`src/rtl/halt_pattern_gen_if.sv`:
```
// Control and status bundle between the test environment and halt_pattern_gen.
interface halt_pattern_gen_if #(
  parameter int CNT_W  = 8,
  parameter int STAT_W = 16
);
  logic              enable;
  logic [1:0]        mode;
  logic [CNT_W-1:0]  run_len;
  logic [CNT_W-1:0]  halt_len;
  logic              clr_stats;
  logic              halt_b;
  logic              halt_start;
  logic              halt_end;
  logic              done;
  logic [STAT_W-1:0] halt_total;

  // Bench side: drives the controls, observes the halt waveform and stats.
  modport master (
    output enable, mode, run_len, halt_len, clr_stats,
    input  halt_b, halt_start, halt_end, done, halt_total
  );

  // Generator side.
  modport slave (
    input  enable, mode, run_len, halt_len, clr_stats,
    output halt_b, halt_start, halt_end, done, halt_total
  );
endinterface

```
`src/rtl/halt_pattern_gen.sv`:
```
// halt_pattern_gen: drives the active-low CPU halt line to emulate DMA bus
// steal. Modes: off, periodic run/halt, LFSR-masked random run length, and
// one-shot. Also emits halt edge strobes and a saturating halted-cycle count.
module halt_pattern_gen #(
  parameter int                CNT_W     = 8,
  parameter int                LFSR_W    = 16,
  parameter logic [LFSR_W-1:0] LFSR_SEED = 16'hACE1,
  parameter int                STAT_W    = 16
) (
  input logic               clk,
  input logic               reset_b,
  halt_pattern_gen_if.slave bus
);

  // Galois taps for x^16 + x^14 + x^13 + x^11 + 1 (right-shifting form).
  localparam logic [LFSR_W-1:0] LFSR_TAPS = LFSR_W'(16'hB400);

  typedef enum logic [1:0] {IDLE, RUN, HALT, DONE} state_t;

  state_t            state, state_next;
  logic [CNT_W-1:0]  cnt, cnt_next;
  logic [1:0]        mode_q, mode_q_next;
  logic [LFSR_W-1:0] lfsr, lfsr_next;
  logic [CNT_W-1:0]  rand_run;
  logic              halt_b_next;

  logic              halt_b_q;
  logic              halt_start_q;
  logic              halt_end_q;
  logic              done_q;
  logic [STAT_W-1:0] halt_total_q;

  // The counter holds "cycles left minus one", so a zero length still gives
  // a one-cycle phase and expiry is simply cnt == 0.
  function automatic logic [CNT_W-1:0] load_val(input logic [CNT_W-1:0] len);
    return (len == '0) ? '0 : len - CNT_W'(1);
  endfunction

  assign rand_run    = lfsr[CNT_W-1:0] & bus.run_len;
  assign lfsr_next   = bus.enable ? ((lfsr >> 1) ^ (lfsr[0] ? LFSR_TAPS : '0)) : lfsr;
  assign halt_b_next = (state_next != HALT);

  // Next-state logic: phase sequencing, length loads and mode latching.
  always_comb begin
    state_next  = state;
    cnt_next    = cnt;
    mode_q_next = mode_q;
    if (!bus.enable) begin
      state_next = IDLE;
    end else begin
      unique case (state)
        IDLE: begin
          if (bus.mode != 2'd0) begin
            state_next  = RUN;
            mode_q_next = bus.mode;
            cnt_next    = load_val((bus.mode == 2'd2) ? rand_run : bus.run_len);
          end
        end
        RUN: begin
          if (cnt == '0) begin
            state_next  = HALT;
            mode_q_next = bus.mode;
            cnt_next    = load_val(bus.halt_len);
          end else begin
            cnt_next = cnt - CNT_W'(1);
          end
        end
        HALT: begin
          if (cnt == '0) begin
            unique case (mode_q)
              2'd0: state_next = IDLE;
              2'd3: state_next = DONE;
              default: begin
                state_next = RUN;
                cnt_next   = load_val((mode_q == 2'd2) ? rand_run : bus.run_len);
              end
            endcase
          end else begin
            cnt_next = cnt - CNT_W'(1);
          end
        end
        DONE: begin
          state_next = DONE;
        end
        default: state_next = IDLE;
      endcase
    end
  end

  // State, phase counter, latched mode and LFSR registers.
  always_ff @(posedge clk or negedge reset_b) begin
    if (!reset_b) begin
      state  <= IDLE;
      cnt    <= '0;
      mode_q <= 2'd0;
      lfsr   <= LFSR_SEED;
    end else begin
      state  <= state_next;
      cnt    <= cnt_next;
      mode_q <= mode_q_next;
      lfsr   <= lfsr_next;
    end
  end

  // Registered outputs: halt line, its edge strobes, done flag and halt count.
  always_ff @(posedge clk or negedge reset_b) begin
    if (!reset_b) begin
      halt_b_q     <= 1'b1;
      halt_start_q <= 1'b0;
      halt_end_q   <= 1'b0;
      done_q       <= 1'b0;
      halt_total_q <= '0;
    end else begin
      halt_b_q     <= halt_b_next;
      halt_start_q <= halt_b_q & ~halt_b_next;
      halt_end_q   <= ~halt_b_q & halt_b_next;
      done_q       <= (state_next == DONE);
      if (bus.clr_stats) begin
        halt_total_q <= '0;
      end else if (!halt_b_q && (halt_total_q != '1)) begin
        halt_total_q <= halt_total_q + STAT_W'(1);
      end
    end
  end

  assign bus.halt_b     = halt_b_q;
  assign bus.halt_start = halt_start_q;
  assign bus.halt_end   = halt_end_q;
  assign bus.done       = done_q;
  assign bus.halt_total = halt_total_q;

endmodule
```
`src/flat_wrapper.sv`:
```
// flat-port wrapper written by rule: the top's interface ports become plain ports
module halt_pattern_gen_flat 
#(
  parameter int                CNT_W     = 8,
  parameter int                LFSR_W    = 16,
  parameter logic [LFSR_W-1:0] LFSR_SEED = 16'hACE1,
  parameter int                STAT_W    = 16
)
  (clk, reset_b, bus_enable, bus_mode, bus_run_len, bus_halt_len, bus_clr_stats, bus_halt_b, bus_halt_start, bus_halt_end, bus_done, bus_halt_total);
  halt_pattern_gen_if #(.CNT_W(CNT_W), .STAT_W(STAT_W)) bus_i ();
  input logic clk;
  input logic reset_b;
  input wire logic [$bits(bus_i.enable)-1:0] bus_enable;
  input wire logic [$bits(bus_i.mode)-1:0] bus_mode;
  input wire logic [$bits(bus_i.run_len)-1:0] bus_run_len;
  input wire logic [$bits(bus_i.halt_len)-1:0] bus_halt_len;
  input wire logic [$bits(bus_i.clr_stats)-1:0] bus_clr_stats;
  output wire logic [$bits(bus_i.halt_b)-1:0] bus_halt_b;
  output wire logic [$bits(bus_i.halt_start)-1:0] bus_halt_start;
  output wire logic [$bits(bus_i.halt_end)-1:0] bus_halt_end;
  output wire logic [$bits(bus_i.done)-1:0] bus_done;
  output wire logic [$bits(bus_i.halt_total)-1:0] bus_halt_total;
  assign bus_i.enable = bus_enable;
  assign bus_i.mode = bus_mode;
  assign bus_i.run_len = bus_run_len;
  assign bus_i.halt_len = bus_halt_len;
  assign bus_i.clr_stats = bus_clr_stats;
  assign bus_halt_b = bus_i.halt_b;
  assign bus_halt_start = bus_i.halt_start;
  assign bus_halt_end = bus_i.halt_end;
  assign bus_done = bus_i.done;
  assign bus_halt_total = bus_i.halt_total;
  halt_pattern_gen #(.CNT_W(CNT_W), .LFSR_W(LFSR_W), .LFSR_SEED(LFSR_SEED), .STAT_W(STAT_W)) u_core (.clk(clk), .reset_b(reset_b), .bus(bus_i));
endmodule
```
`config.mk`:
```
export PLATFORM = sky130hd
export DESIGN_NAME = halt_pattern_gen_flat
export DESIGN_NICKNAME = d
export VERILOG_FILES = /design/src/rtl/halt_pattern_gen_if.sv /design/src/rtl/halt_pattern_gen.sv /design/src/flat_wrapper.sv
export SDC_FILE = /design/constraint.sdc
export NUM_CORES = 1
export LEC_CHECK = 0
export BUFFER_PORTS_ARGS = -buffer_cell sky130_fd_sc_hd__buf_2
export CAP_MARGIN = 20
export CORE_MARGIN = 2
export CORE_UTILIZATION = 55
export CTS_CLUSTER_DIAMETER = 60
export DETAILED_ROUTE_END_ITERATION = 16
export PLACE_DENSITY = 0.84
export SLEW_MARGIN = 10
export SYNTH_ARGS = -nofsm -noshare
export SYNTH_HDL_FRONTEND = slang
export SYNTH_SLANG_ARGS = --single-unit
```
`constraint.sdc`:
```
create_clock -name clk -period 3.25 [get_ports clk]
set_input_delay 0.65 -clock clk [delete_from_list [all_inputs] [get_ports clk]]
set_output_delay 0.65 -clock clk [all_outputs]
set_load 0.05 [all_outputs]
```
==> metrics, run 1 <==
outcome finished, final reports clean; Worst Skew 0.00992 ns; met2 wire length 3.57 mm; Tmin final 2.77 ns; final slew viol count 0; DR top layer met4; grt ovf 0; predominant post-synthesis flop cell dfrtp_1; Core Region 5920 sq um; mean post-synth cell area 9.10 sq um; Layout Cells excl Fill 484; register area share after synthesis 36.2%; EDFF count, synth 0; antenna-violating nets left 0; Die Wd 82.0 microns; area grow syn2layout 11.6%; Post-DP Area 3620 sq um; Post-DP HPWL 5.67 mm; Mapped Nets 406; Crit Path Class flip-flop to flip-flop; Leak Pwr 1.64 nW; r2r worst-path depth 11; Post-Synthesis Cells 368; critical-path cell list inv_1 > ha_1 > inv_1 > o21ai_0 > ha_1 > inv_1 > a221oi_1 > nand3_1 > a311o_1 > a22oi_1 > o21ai_0; share of cells above drive strength 1 22.2%; # nets final 446; # H-tree levels 2; Placement Rows 28; CP Data Arrival Time 2.95 ns; first-pass GRT wire length 12.6 mm; wire length per cell 15.8 microns; R2R Setup Slk 0.48 ns; CP peak stage delay 0.40 ns; CP Buf/Inv Count 3; Final GP Congestion 0.941; First-pass DRT Iterations 5; Clock Sinks 48; WL final 7.63 mm; final hold vios 0; Die H 82.0 microns; met3 WL 457 microns; Worst Hold Class input pin to async pin; CP max stage cell dfrtp_1; CTS root buf clkbuf_8; Max Buffers Root-to-Sink 2; number of synthesized register bits 48; post-cts sizing count 0; IR drop worst, VDD 0.000425 V; commonest non-fill, non-tap cells in the layout nand2_1, buf_2, dfrtp_1; mapped cell area 3350 sq um; CP max FO 9; RSZ-0062 raised after global routing no; CTS tree built; Async SR Flop Fraction 100%; hold_buf cts 0; Starting Density 56.6%; Num CTS Buffers 5; fmax 0.362 GHz; fin area 3740 sq um; Worst EP required 3.44 ns; Finished Core Util 63.1%; Critical Path Source Type flip-flop; Least-Margin Pin Slew 0.746 ns; most used cell, CP inv_1; Reg clk slew, reported paths 0.10 ns; initial antenna violation count 0; Yosys cell types 64; Slew headroom 49.9%; Setup crit end kind flip-flop; via count 2919; Power Density 694 nW/um^2; worst-skew pair later-pin latency 0.30 ns; vias in the first global route 2692; endpoints failing setup 0; Inserted Diodes 0; Ys Warns 0; # IOs 42; post-route clock period utilization 85.1%; input/output buffers 41; max-cap viol count 0; GRT Util Overall 24.3%; # DRC 0; largest net degree at the start of global routing 49; DR iter-0 viols 213; most common cell after layout, fill and taps aside nand2_1; setup tns final 0 ns; die area 6730 sq um; Cells after DPL 475; Vias per Instance 6.03; critical path depth 11; M1 WL 3.47 mm; postcts setup bufs 0; Crit path max-delay family compound AO/OA/AOI/OAI gates
[layout make-up]
type | instances | area, sq um
sequential | 48 | 1210
multi-input combinational | 291 | 2020
inverter | 17 | 63.8
clock buffer | 6 | 82.6
timing repair buffer | 45 | 248
tap | 75 | 93.8
fill | 504 | 2180
clock inverter | 2 | 13.8
[cell usage after synthesis, drive strengths merged (7+ instances only)]
cell type / number / area [sq um]
nand2: 42 / 158
dfrtp: 39 / 976
nor2: 35 / 131
inv: 17 / 63.8
ha: 16 / 200
mux2: 15 / 169
a21oi: 14 / 70.1
xnor2: 14 / 123
xor2: 14 / 123
nand3: 13 / 65.1
nand2b: 11 / 68.8
dfstp: 9 / 236
o21ai: 9 / 45.0
and2: 7 / 46.3
buf: 7 / 31.3
or3b: 7 / 61.3
[flip-flops by register name, summed over array words and instances (netlist names)]
name,count
u_core.bus.halt_b,1
u_core.bus.halt_end,1
u_core.bus.halt_total,16
u_core.mode_q,2
u_core.cnt,8
u_core.bus.halt_start,1
u_core.lfsr,16
u_core.state,2
u_core.bus.done,1
[through the flow]
stage	setup WS, ns	hold slack [ns]	total power [mW]
floorplan	0.832	0.354	1.89
global placement	0.643	0.481	2.16
detailed placement	0.538	0.493	2.20
CTS	0.523	0.506	2.59
global route	0.222	0.224	2.78
finish	0.485	0.221	2.59
[worst paths after layout]
kind                              endpoint             start
min reg2reg                u_core.lfsr[10]   u_core.lfsr[10]
min in group clk           u_core.lfsr[10]   u_core.lfsr[10]
max in group asynchronous   u_core.lfsr[7]           reset_b
max                          u_core.cnt[3]  u_core.mode_q[0]
max reg2reg                  u_core.cnt[3]  u_core.mode_q[0]
min                          u_core.cnt[7]           reset_b
[worst register-to-register path: cells and delay by family (launching register included)]
kind	cells	cell delay, ns
DFF	1	0.40
and+or+nand+nor	1	0.24
adders and majority gates	2	0.53
buffers and inverters	3	0.19
AOI/OAI and AO/OA	5	1.27
[kinds of logic (layout without fill, tap and decap cells)]
logic type,Yosys count,after routing,share of synthesized area (%)
fa+ha+maj,16,16,5.98
compound gates,76,76,17.3
flops,48,48,36.2
buf+inv,29,70,3.40
xor+xnor,28,28,7.32
simple gates,152,152,23.5
mux,19,19,6.24
[power breakdown]
part | switching [mW] | internal (mW)
clock network | 0.209 | 0.174
registers | 0.190 | 0.825
logic | 0.674 | 0.520
[routing by layer]
metal,global-route usage [%],vias up
met4,8.67,0
met3,4.18,16
li1,-,1415
met5,0,-
met2,38.9,102
met1,33.4,1386
No activity file was read; power rests on OpenSTA's default activity.
==> run 2, diff against run 1 <==
--- a/config.mk
+++ b/config.mk
@@ -8,10 +8,10 @@
 export BUFFER_PORTS_ARGS = -buffer_cell sky130_fd_sc_hd__buf_2
 export CAP_MARGIN = 20
 export CORE_MARGIN = 2
-export CORE_UTILIZATION = 55
+export CORE_UTILIZATION = 59
 export CTS_CLUSTER_DIAMETER = 60
 export DETAILED_ROUTE_END_ITERATION = 16
-export PLACE_DENSITY = 0.84
+export PLACE_DENSITY = 0.89
 export SLEW_MARGIN = 10
 export SYNTH_ARGS = -nofsm -noshare
 export SYNTH_HDL_FRONTEND = slang
==> run 2 against run 1 <==
Against the previous run: first-iteration DRC count shrank 17%; clock skew grew 0.0037 ns; global-route usage grew 1.5 points; clock power shrank 3%; sequential power is essentially flat; die area shrank 6.5%; final cell count shrank 0.83%; sequential cell count is the same; register-to-register slack gained 0.03 ns; sequential share of layout area grew 0.15 points; largest power group unchanged.
==> metrics, run 2 (synthesized netlist as in run 1, its figures left out) <==
Crit path max-delay family compound AO/OA/AOI/OAI gates; vias in the first global route 2774; DR iter-0 viols 177; # DRC 0; Num CTS Buffers 5; Die H 79.3 microns; CP peak stage delay 0.41 ns; CP max FO 9; critical-path cell list inv_1 > ha_1 > inv_1 > o21ai_0 > ha_1 > inv_1 > a221oi_1 > nand3_1 > a311o_1 > a22oi_1 > o21ai_0; Starting Density 60.8%; Placement Rows 27; CP Buf/Inv Count 3; Worst EP required 3.45 ns; RSZ-0062 raised after global routing no; area grow syn2layout 11.1%; IR drop worst, VDD 0.000577 V; # nets final 445; post-route clock period utilization 84.3%; grt ovf 0; critical path depth 11; Core Region 5510 sq um; WL final 7.94 mm; fin worst setup slack 0.510 ns; post-cts sizing count 0; hold_buf cts 0; outcome finished, final reports clean; met1 Resource Use GR 33.1%; share of cells above drive strength 1 22.1%; First-pass DRT Iterations 5; input/output buffers 41; Power Density 697 nW/um^2; postcts setup bufs 0; Critical Path Source Type flip-flop; commonest non-fill, non-tap cells in the layout nand2_1, buf_2, dfrtp_1; CP Data Arrival Time 2.94 ns; Vias per Instance 6.16; Die Wd 79.3 microns; GRT Util Overall 25.9%; Tmin final 2.74 ns; final hold vios 0; final slew viol count 0; Finished Core Util 67.6%; grt met2 use 43.8%; Leak Pwr 1.62 nW; R2R Setup Slk 0.51 ns; antenna-violating nets left 0; CP max stage cell dfrtp_1; most used cell, CP inv_1; worst-skew pair later-pin latency 0.32 ns; Post-DP Area 3610 sq um; CTS root buf clkbuf_8; Crit Path Class flip-flop to flip-flop; Worst Hold Class input pin to async pin; r2r worst-path depth 11; fin area 3720 sq um; via count 2955; Worst Skew 0.0136 ns; Layout Cells excl Fill 480; Inserted Diodes 0; Least-Margin Pin Slew 0.754 ns; Setup crit end kind flip-flop; Reg clk slew, reported paths 0.09 ns; # H-tree levels 2; Slew headroom 49.8%; # IOs 42; GR peak layer met2; largest net degree at the start of global routing 49; initial antenna violation count 0; Final GP Congestion 0.891; Cells after DPL 471; worst hold slack 0.190 ns; Pwr Total 2.59 mW; die area 6300 sq um; wire length per cell 16.5 microns; Clock Sinks 48; setup tns final 0 ns; max-cap viol count 0; fmax 0.365 GHz; Post-DP HPWL 5.72 mm; CTS tree built; first-pass GRT wire length 12.9 mm; GR Util met3 5.00%; endpoints failing setup 0; most common cell after layout, fill and taps aside nand2_1; worst slack at placement 0.529 ns; Max Buffers Root-to-Sink 2
run 2: changes by cell type in the layout (fill, tap and decap cells not counted):
| cell | before | now |
|---|---|---|
| buf_4 | 3 | 2 |
| clkbuf_8 | 6 | 5 |
| clkinvlp_4 | 0 | 1 |
run 2: final cells by class:
type	count	area, sq um
Timing Repair Buffer	44	240
Sequential cell	48	1210
Inverter	17	63.8
Tap cell	72	90.1
Multi-Input combinational cell	291	2020
Clock inverter	3	21.3
Clock buffer	5	68.8
Fill cell	434	1790
run 2: layer usage:
| layer | part of all wire (%) | up-vias |
|---|---|---|
| met1 | 45 | 1439 |
| met4 | 2.1 | 0 |
| met3 | 5.1 | 17 |
| li1 | - | 1402 |
| met2 | 48 | 97 |
| met5 | 0 | - |
run 2: power by group:
part           leakage, nW  internal, mW  switching [mW]
Combinational        0.982         0.517           0.687
Clock               0.0445         0.153           0.217
Sequential           0.598         0.825           0.195
run 2: worst paths after layout:
kind,start,to
max,u_core.mode_q[0],u_core.cnt[3]
min,reset_b,u_core.lfsr[1]
max reg2reg,u_core.mode_q[0],u_core.cnt[3]
min reg2reg,u_core.lfsr[13],u_core.lfsr[13]
max in group asynchronous,reset_b,u_core.lfsr[6]
min in group clk,u_core.lfsr[13],u_core.lfsr[13]
